<file path="src/rtl/gpio_ctrl_pkg.sv">
// Shared definitions for the GPIO controller: register word addresses and bus FSM states.
// Also used by the CPU bus decoder and the testbench.
package gpio_ctrl_pkg;

  localparam int GPIO_WIDTH  = 16;
  localparam int GPIO_ADDR_W = 3;

  localparam logic [GPIO_ADDR_W-1:0] GPIO_DR  = 3'd0;
  localparam logic [GPIO_ADDR_W-1:0] GPIO_TS  = 3'd1;
  localparam logic [GPIO_ADDR_W-1:0] GPIO_IN  = 3'd2;
  localparam logic [GPIO_ADDR_W-1:0] GPIO_IE  = 3'd3;
  localparam logic [GPIO_ADDR_W-1:0] GPIO_IS  = 3'd4;
  localparam logic [GPIO_ADDR_W-1:0] GPIO_EP  = 3'd5;
  localparam logic [GPIO_ADDR_W-1:0] GPIO_SET = 3'd6;
  localparam logic [GPIO_ADDR_W-1:0] GPIO_CLR = 3'd7;

  typedef enum logic [1:0] {
    ST_IDLE = 2'd0,
    ST_ACK  = 2'd1,
    ST_WAIT = 2'd2
  } bus_state_e;

endpackage

</file>
<file path="src/rtl/gpio_sync_edge.sv">
// Two-flop synchronizer for the raw pad inputs plus a history flop and a
// per-pin polarity-selected edge detector (polarity bit 0 = rising, 1 = falling).
module gpio_sync_edge #(
  parameter int WIDTH = 16
) (
  input  logic             clk,
  input  logic             rst,
  input  logic [WIDTH-1:0] pins,
  input  logic [WIDTH-1:0] polarity,
  output logic [WIDTH-1:0] level,
  output logic [WIDTH-1:0] edge_ev
);

  logic [WIDTH-1:0] sync1_r;
  logic [WIDTH-1:0] sync2_r;
  logic [WIDTH-1:0] prev_r;

  // Synchronizer chain and previous-level history
  always_ff @(posedge clk or posedge rst) begin
    if (rst) begin
      sync1_r <= {WIDTH{1'b0}};
      sync2_r <= {WIDTH{1'b0}};
      prev_r  <= {WIDTH{1'b0}};
    end else begin
      sync1_r <= pins;
      sync2_r <= sync1_r;
      prev_r  <= sync2_r;
    end
  end

  assign level   = sync2_r;
  assign edge_ev = (polarity & prev_r & ~sync2_r) | (~polarity & ~prev_r & sync2_r);

endmodule

</file>
<file path="src/rtl/gpio_ctrl.sv">
// Memory-mapped GPIO controller: register file, req/ack bus FSM, pad data and
// drive-enable outputs, and edge-event interrupt status with a registered irq.
module gpio_ctrl
  import gpio_ctrl_pkg::*;
#(
  parameter int WIDTH  = GPIO_WIDTH,
  parameter int ADDR_W = GPIO_ADDR_W
) (
  input  logic              clk,
  input  logic              rst,
  input  logic              bus_req,
  input  logic              bus_we,
  input  logic [ADDR_W-1:0] bus_addr,
  input  logic [WIDTH-1:0]  bus_wdata,
  output logic [WIDTH-1:0]  bus_rdata,
  output logic              bus_ack,
  input  logic [WIDTH-1:0]  gpio_input,
  output logic [WIDTH-1:0]  gpio_dr,
  output logic [WIDTH-1:0]  gpio_ts,
  output logic              irq
);

  bus_state_e       state_r;
  bus_state_e       state_next_s;
  logic             access_s;
  logic             wr_s;
  logic             rd_s;
  logic             ack_r;
  logic             irq_r;
  logic [WIDTH-1:0] dr_r;
  logic [WIDTH-1:0] ts_r;
  logic [WIDTH-1:0] ie_r;
  logic [WIDTH-1:0] is_r;
  logic [WIDTH-1:0] ep_r;
  logic [WIDTH-1:0] rdata_r;
  logic [WIDTH-1:0] dr_next_s;
  logic [WIDTH-1:0] ts_next_s;
  logic [WIDTH-1:0] ie_next_s;
  logic [WIDTH-1:0] ep_next_s;
  logic [WIDTH-1:0] is_next_s;
  logic [WIDTH-1:0] w1c_s;
  logic [WIDTH-1:0] rd_mux_s;
  logic [WIDTH-1:0] sync_s;
  logic [WIDTH-1:0] ev_s;

  gpio_sync_edge #(.WIDTH(WIDTH)) u_sync_edge (
    .clk      (clk),
    .rst      (rst),
    .pins     (gpio_input),
    .polarity (ep_r),
    .level    (sync_s),
    .edge_ev  (ev_s)
  );

  // Only IDLE accepts a request, so a held bus_req performs exactly one access.
  assign access_s = (state_r == ST_IDLE) && bus_req;
  assign wr_s     = access_s && bus_we;
  assign rd_s     = access_s && !bus_we;

  // Bus FSM state register
  always_ff @(posedge clk or posedge rst) begin
    if (rst) begin
      state_r <= ST_IDLE;
    end else begin
      state_r <= state_next_s;
    end
  end

  // Bus FSM next-state logic
  always_comb begin
    state_next_s = state_r;
    case (state_r)
      ST_IDLE: begin
        if (bus_req) state_next_s = ST_ACK;
        else         state_next_s = ST_IDLE;
      end
      ST_ACK:  state_next_s = ST_WAIT;
      ST_WAIT: begin
        if (!bus_req) state_next_s = ST_IDLE;
        else          state_next_s = ST_WAIT;
      end
      default: state_next_s = ST_IDLE;
    endcase
  end

  // Register write decode; IN writes fall through and are ignored
  always_comb begin
    dr_next_s = dr_r;
    ts_next_s = ts_r;
    ie_next_s = ie_r;
    ep_next_s = ep_r;
    w1c_s     = {WIDTH{1'b0}};
    if (wr_s) begin
      case (bus_addr)
        GPIO_DR:  dr_next_s = bus_wdata;
        GPIO_TS:  ts_next_s = bus_wdata;
        GPIO_IE:  ie_next_s = bus_wdata;
        GPIO_IS:  w1c_s     = bus_wdata;
        GPIO_EP:  ep_next_s = bus_wdata;
        GPIO_SET: dr_next_s = dr_r | bus_wdata;
        GPIO_CLR: dr_next_s = dr_r & ~bus_wdata;
        default:  dr_next_s = dr_r;
      endcase
    end else begin
      w1c_s = {WIDTH{1'b0}};
    end
  end

  // A same-cycle edge event outranks the W1C clear so no event is lost.
  assign is_next_s = (is_r & ~w1c_s) | ev_s;

  // Read data mux; write-only strobes read back as zero
  always_comb begin
    rd_mux_s = {WIDTH{1'b0}};
    case (bus_addr)
      GPIO_DR:  rd_mux_s = dr_r;
      GPIO_TS:  rd_mux_s = ts_r;
      GPIO_IN:  rd_mux_s = sync_s;
      GPIO_IE:  rd_mux_s = ie_r;
      GPIO_IS:  rd_mux_s = is_r;
      GPIO_EP:  rd_mux_s = ep_r;
      default:  rd_mux_s = {WIDTH{1'b0}};
    endcase
  end

  // Register file, read latch, ack pulse and interrupt output
  always_ff @(posedge clk or posedge rst) begin
    if (rst) begin
      dr_r    <= {WIDTH{1'b0}};
      ts_r    <= {WIDTH{1'b0}};
      ie_r    <= {WIDTH{1'b0}};
      is_r    <= {WIDTH{1'b0}};
      ep_r    <= {WIDTH{1'b0}};
      rdata_r <= {WIDTH{1'b0}};
      ack_r   <= 1'b0;
      irq_r   <= 1'b0;
    end else begin
      dr_r  <= dr_next_s;
      ts_r  <= ts_next_s;
      ie_r  <= ie_next_s;
      is_r  <= is_next_s;
      ep_r  <= ep_next_s;
      ack_r <= access_s;
      irq_r <= |(is_next_s & ie_next_s);
      if (rd_s) begin
        rdata_r <= rd_mux_s;
      end else begin
        rdata_r <= rdata_r;
      end
    end
  end

  assign bus_rdata = rdata_r;
  assign bus_ack   = ack_r;
  assign gpio_dr   = dr_r;
  assign gpio_ts   = ts_r;
  assign irq       = irq_r;

endmodule

</file>
<file path="config.mk">
export PLATFORM = sky130hd
export DESIGN_NAME = gpio_ctrl
export DESIGN_NICKNAME = d
export VERILOG_FILES = /design/src/rtl/gpio_ctrl_pkg.sv /design/src/rtl/gpio_sync_edge.sv /design/src/rtl/gpio_ctrl.sv
export SDC_FILE = /design/constraint.sdc
export NUM_CORES = 1
export LEC_CHECK = 0
export CAP_MARGIN = 25
export CORE_ASPECT_RATIO = 0.8
export CORE_MARGIN = 8
export CORE_UTILIZATION = 35
export DETAILED_ROUTE_END_ITERATION = 7
export PLACE_DENSITY_LB_ADDON = 0.08
export SLEW_MARGIN = 5
export SYNTH_ARGS = -nofsm -noshare
export SYNTH_HDL_FRONTEND = slang
export SYNTH_SLANG_ARGS = --single-unit
</file>
<file path="constraint.sdc">
create_clock -name clk -period 6.4 [get_ports clk]
set_input_delay 0.96 -clock clk [delete_from_list [all_inputs] [get_ports clk]]
set_output_delay 0.96 -clock clk [all_outputs]
set_load 0.005 [all_outputs]
</file>
==> impl_metrics.toml <==
[route]
drc = 1
via_per_inst = 5.54
drt_iter0_drc = 400
drtAntennaViolNets = 0
avgRoutedWirePerCell_um = 21.4
firstDrtPassIters = 8
dr_total_vias = 4882
totalWireLength_mm = 18.8

[layout]
finalInstanceArea_um2 = 8190
layout_commonest_cell = "dfrtp_1"
final_cell_mix = "148 x dfrtp_1, 86 x clkdlybuf4s50_1, 59 x nand2_1"
antenna_cells = 0
nFillCells = 1654
layout-drive-gt1-share = 0.176
num-nets-final = 678
syn2layout_area_growth_pct = 26.5

[die]
num_rows = 44
pin_count = 89
core_um2 = 18100
dieArea_um2 = 23100
die_y_um = 138
die_w_um = 168
start_util = 0.357

[sta]
slew_headroom = 0.372
tightest_slew_ps = 939
fin_skew_ps = 7.26
rsz0062_at_grt = "false"
fin_crit_ps = 3440
period_share = 0.537
maxClockFrequency_ghz = 0.291
slew_violations = 0
finalSetupViolCount = 0
hold_viol_final = 0
fin_setup_tns_ps = 0

[cts]
ctsResizeCount = 0
htreeDepth = 4
numCtsBuffers = 17
clkSlewWorstSetupHoldPaths_ps = 70
cts_tree = "yes"
cts_hold_buffers = 0
clockBufferDepth = 2
root_buffer = "clkbuf_16"
cts_setup_buffers = 0
clock-sinks = 148
clk_latency_ps = 430

[grt]
antenna_found_initial = 0
grt_max_degree = 110
overflow = 0
grt_usage = 0.171
first_global_vias = 5080
grt_pass1_wl_mm = 30.2

[logic_synthesis]
ys_seq_elements = 148
synth.avg_cell_area_um2 = 11.6
synth_ff_type = "dfrtp_1"
synth.distinct_cells = 45
ys_seq_area_frac = 0.572
netlist.area_leader.share = 0.572
yosysTopAreaCell = "dfrtp_1"
synth_edf_count = 0
syn_area_um2 = 6470
synth_area_leaders = "dfrtp_1 57%, mux2_2 7.3%, a21oi_1 4.3%"
synthCells = 557
syn_nets = 596
yosysWarnings = 0
synthArstFlopShare = 1.00

[worst_hold_path]
holdCritPathClass = "reg2reg"

[status]
violations = "design-rule violations"
status = "complete, but fails checks"

[critical_path]
crit_chain = "clkdlybuf4s50_1 -> or3b_1 -> buf_4 -> inv_6 -> nand3_2 -> or3_1 -> buf_4 -> mux2_4"
path_class = "in2reg"
worstPathRequired_ps = 6720
crit_path_end_kind = "flip-flop"
cpMostUsedCell = "buf_4"
worstPathMaxFanout = 17
crit_path_start_kind = "input port"
worstPathArrival_ps = 3760
cpPeakStageDelay_ps = 690
timing.critical_path.slowest_stage_cell = "or3_1"

[power]
peakVddDrop_uv = 170
pwr-share-seq = 0.418
swShare = 0.311
internal-power_mw = 2.32
combPwrFrac = 0.287
p_per_area_nw_per_um2 = 411
p_leak_nw = 3.37
p_sw_mw = 1.05
clkPwrFrac = 0.295

[placement]
io_buffers = 88
hpwl_mm = 12.5
place.gp.congestion = 0.773
place_area_um2 = 7560

[run]
cap_viol_max_count = 0
[power groups by stage]
stage          combinational (mW)  clock [mW]  sequential, mW
4_1_cts                     0.981        1.02            1.41
3_3_place_gp                0.955           0            1.42
3_5_place_dp                0.977           0            1.42
6_report                    0.966       0.992            1.41
5_1_grt                      1.07        1.06            1.44
2_1_floorplan               0.493           0            1.37
[Yosys cell counts (2+ instances only)]
| cell | instances |
|---|---|
| o21a_1 | 6 |
| a222oi_1 | 2 |
| buf_6 | 3 |
| o211ai_1 | 3 |
| nor2b_1 | 12 |
| clkbuf_1 | 19 |
| o221ai_1 | 6 |
| o31ai_1 | 16 |
| mux2_4 | 10 |
| nand3b_1 | 5 |
| buf_2 | 7 |
| a22oi_1 | 25 |
| mux2i_1 | 9 |
| mux4_2 | 7 |
| nand3_1 | 22 |
| inv_1 | 5 |
| dfrtp_1 | 148 |
| nor2_1 | 22 |
| nand2_1 | 59 |
| mux2_2 | 42 |
| nor3b_1 | 11 |
| o21ai_0 | 33 |
| or3b_2 | 3 |
| a2111oi_0 | 3 |
| a21oi_1 | 55 |
| buf_1 | 5 |
[critical path, delay by kind of cell]
kind	cells	cell delay, ps
buffers and inverters	4	1310
multiplexers	1	310
AND/OR/NAND/NOR	3	1170
[state kept, by name (all words and copies together) (netlist names), 16 cells and up]
signal               count
bus_rdata               16
ep_r                    16
gpio_dr                 16
gpio_ts                 16
ie_r                    16
is_r                    16
u_sync_edge.level       16
u_sync_edge.prev_r      16
u_sync_edge.sync1_r     16
[area by class of cell]
cell class,count,area [um^2],area share
clock buffers,17,425,0.0519
multi-input cells,367,2570,0.314
repair buffers,99,1010,0.123
clock inverters,15,160,0.0196
well taps,230,288,0.0351
inverters,6,32.5,0.00397
flip-flops and latches,148,3700,0.452
[metal layers]
layer,GRT usage,routed length (um),up-vias
li1,-,-,2197
met1,0.232,8910,2511
met2,0.263,8570,151
met3,0.0487,1070,23
met4,0.0480,286,0
met5,0,0,-
[worst paths after layout]
kind | startpoint | to | slack (ps) | cells after the start
min in group asynchronous | rst | u_sync_edge.sync1_r[3]$_DFF_PP0_ | 820 | 2
max in group asynchronous | rst | bus_rdata[11]$_DFFE_PP0P_ | 4820 | 3
min | u_sync_edge.sync1_r[2]$_DFF_PP0_ | u_sync_edge.level[2]$_DFF_PP0_ | 350 | 0
max | bus_req | gpio_ts[3]$_DFFE_PP0P_ | 2960 | 8
max reg2reg | state_r[1]$_DFF_PP0_ | gpio_ts[3]$_DFFE_PP0P_ | 3630 | 7
min reg2reg | u_sync_edge.sync1_r[2]$_DFF_PP0_ | u_sync_edge.level[2]$_DFF_PP0_ | 350 | 0
[metrics by stage]
step	hold slack [ps]	instances	setup WS (ps)	utilization	total power, mW
final	347	882	2960	0.452	3.37
after global routing	360	882	2800	0.452	3.56
after CTS	350	880	2620	0.450	3.41
after detailed placement	335	848	2170	0.417	2.40
after global placement	332	846	2240	0.415	2.37
after floorplan	331	557	1460	-	1.86
[cell families (layout without fill, tap and decap cells)]
logic type	after synthesis	after routing	share of synthesized area
buffers and inverters	42	137	0.0331
AOI/OAI and AO/OA	151	151	0.145
muxes	68	68	0.135
DFF	148	148	0.572
and+or+nand+nor	148	148	0.115
Power figures use the tool's default switching activity.
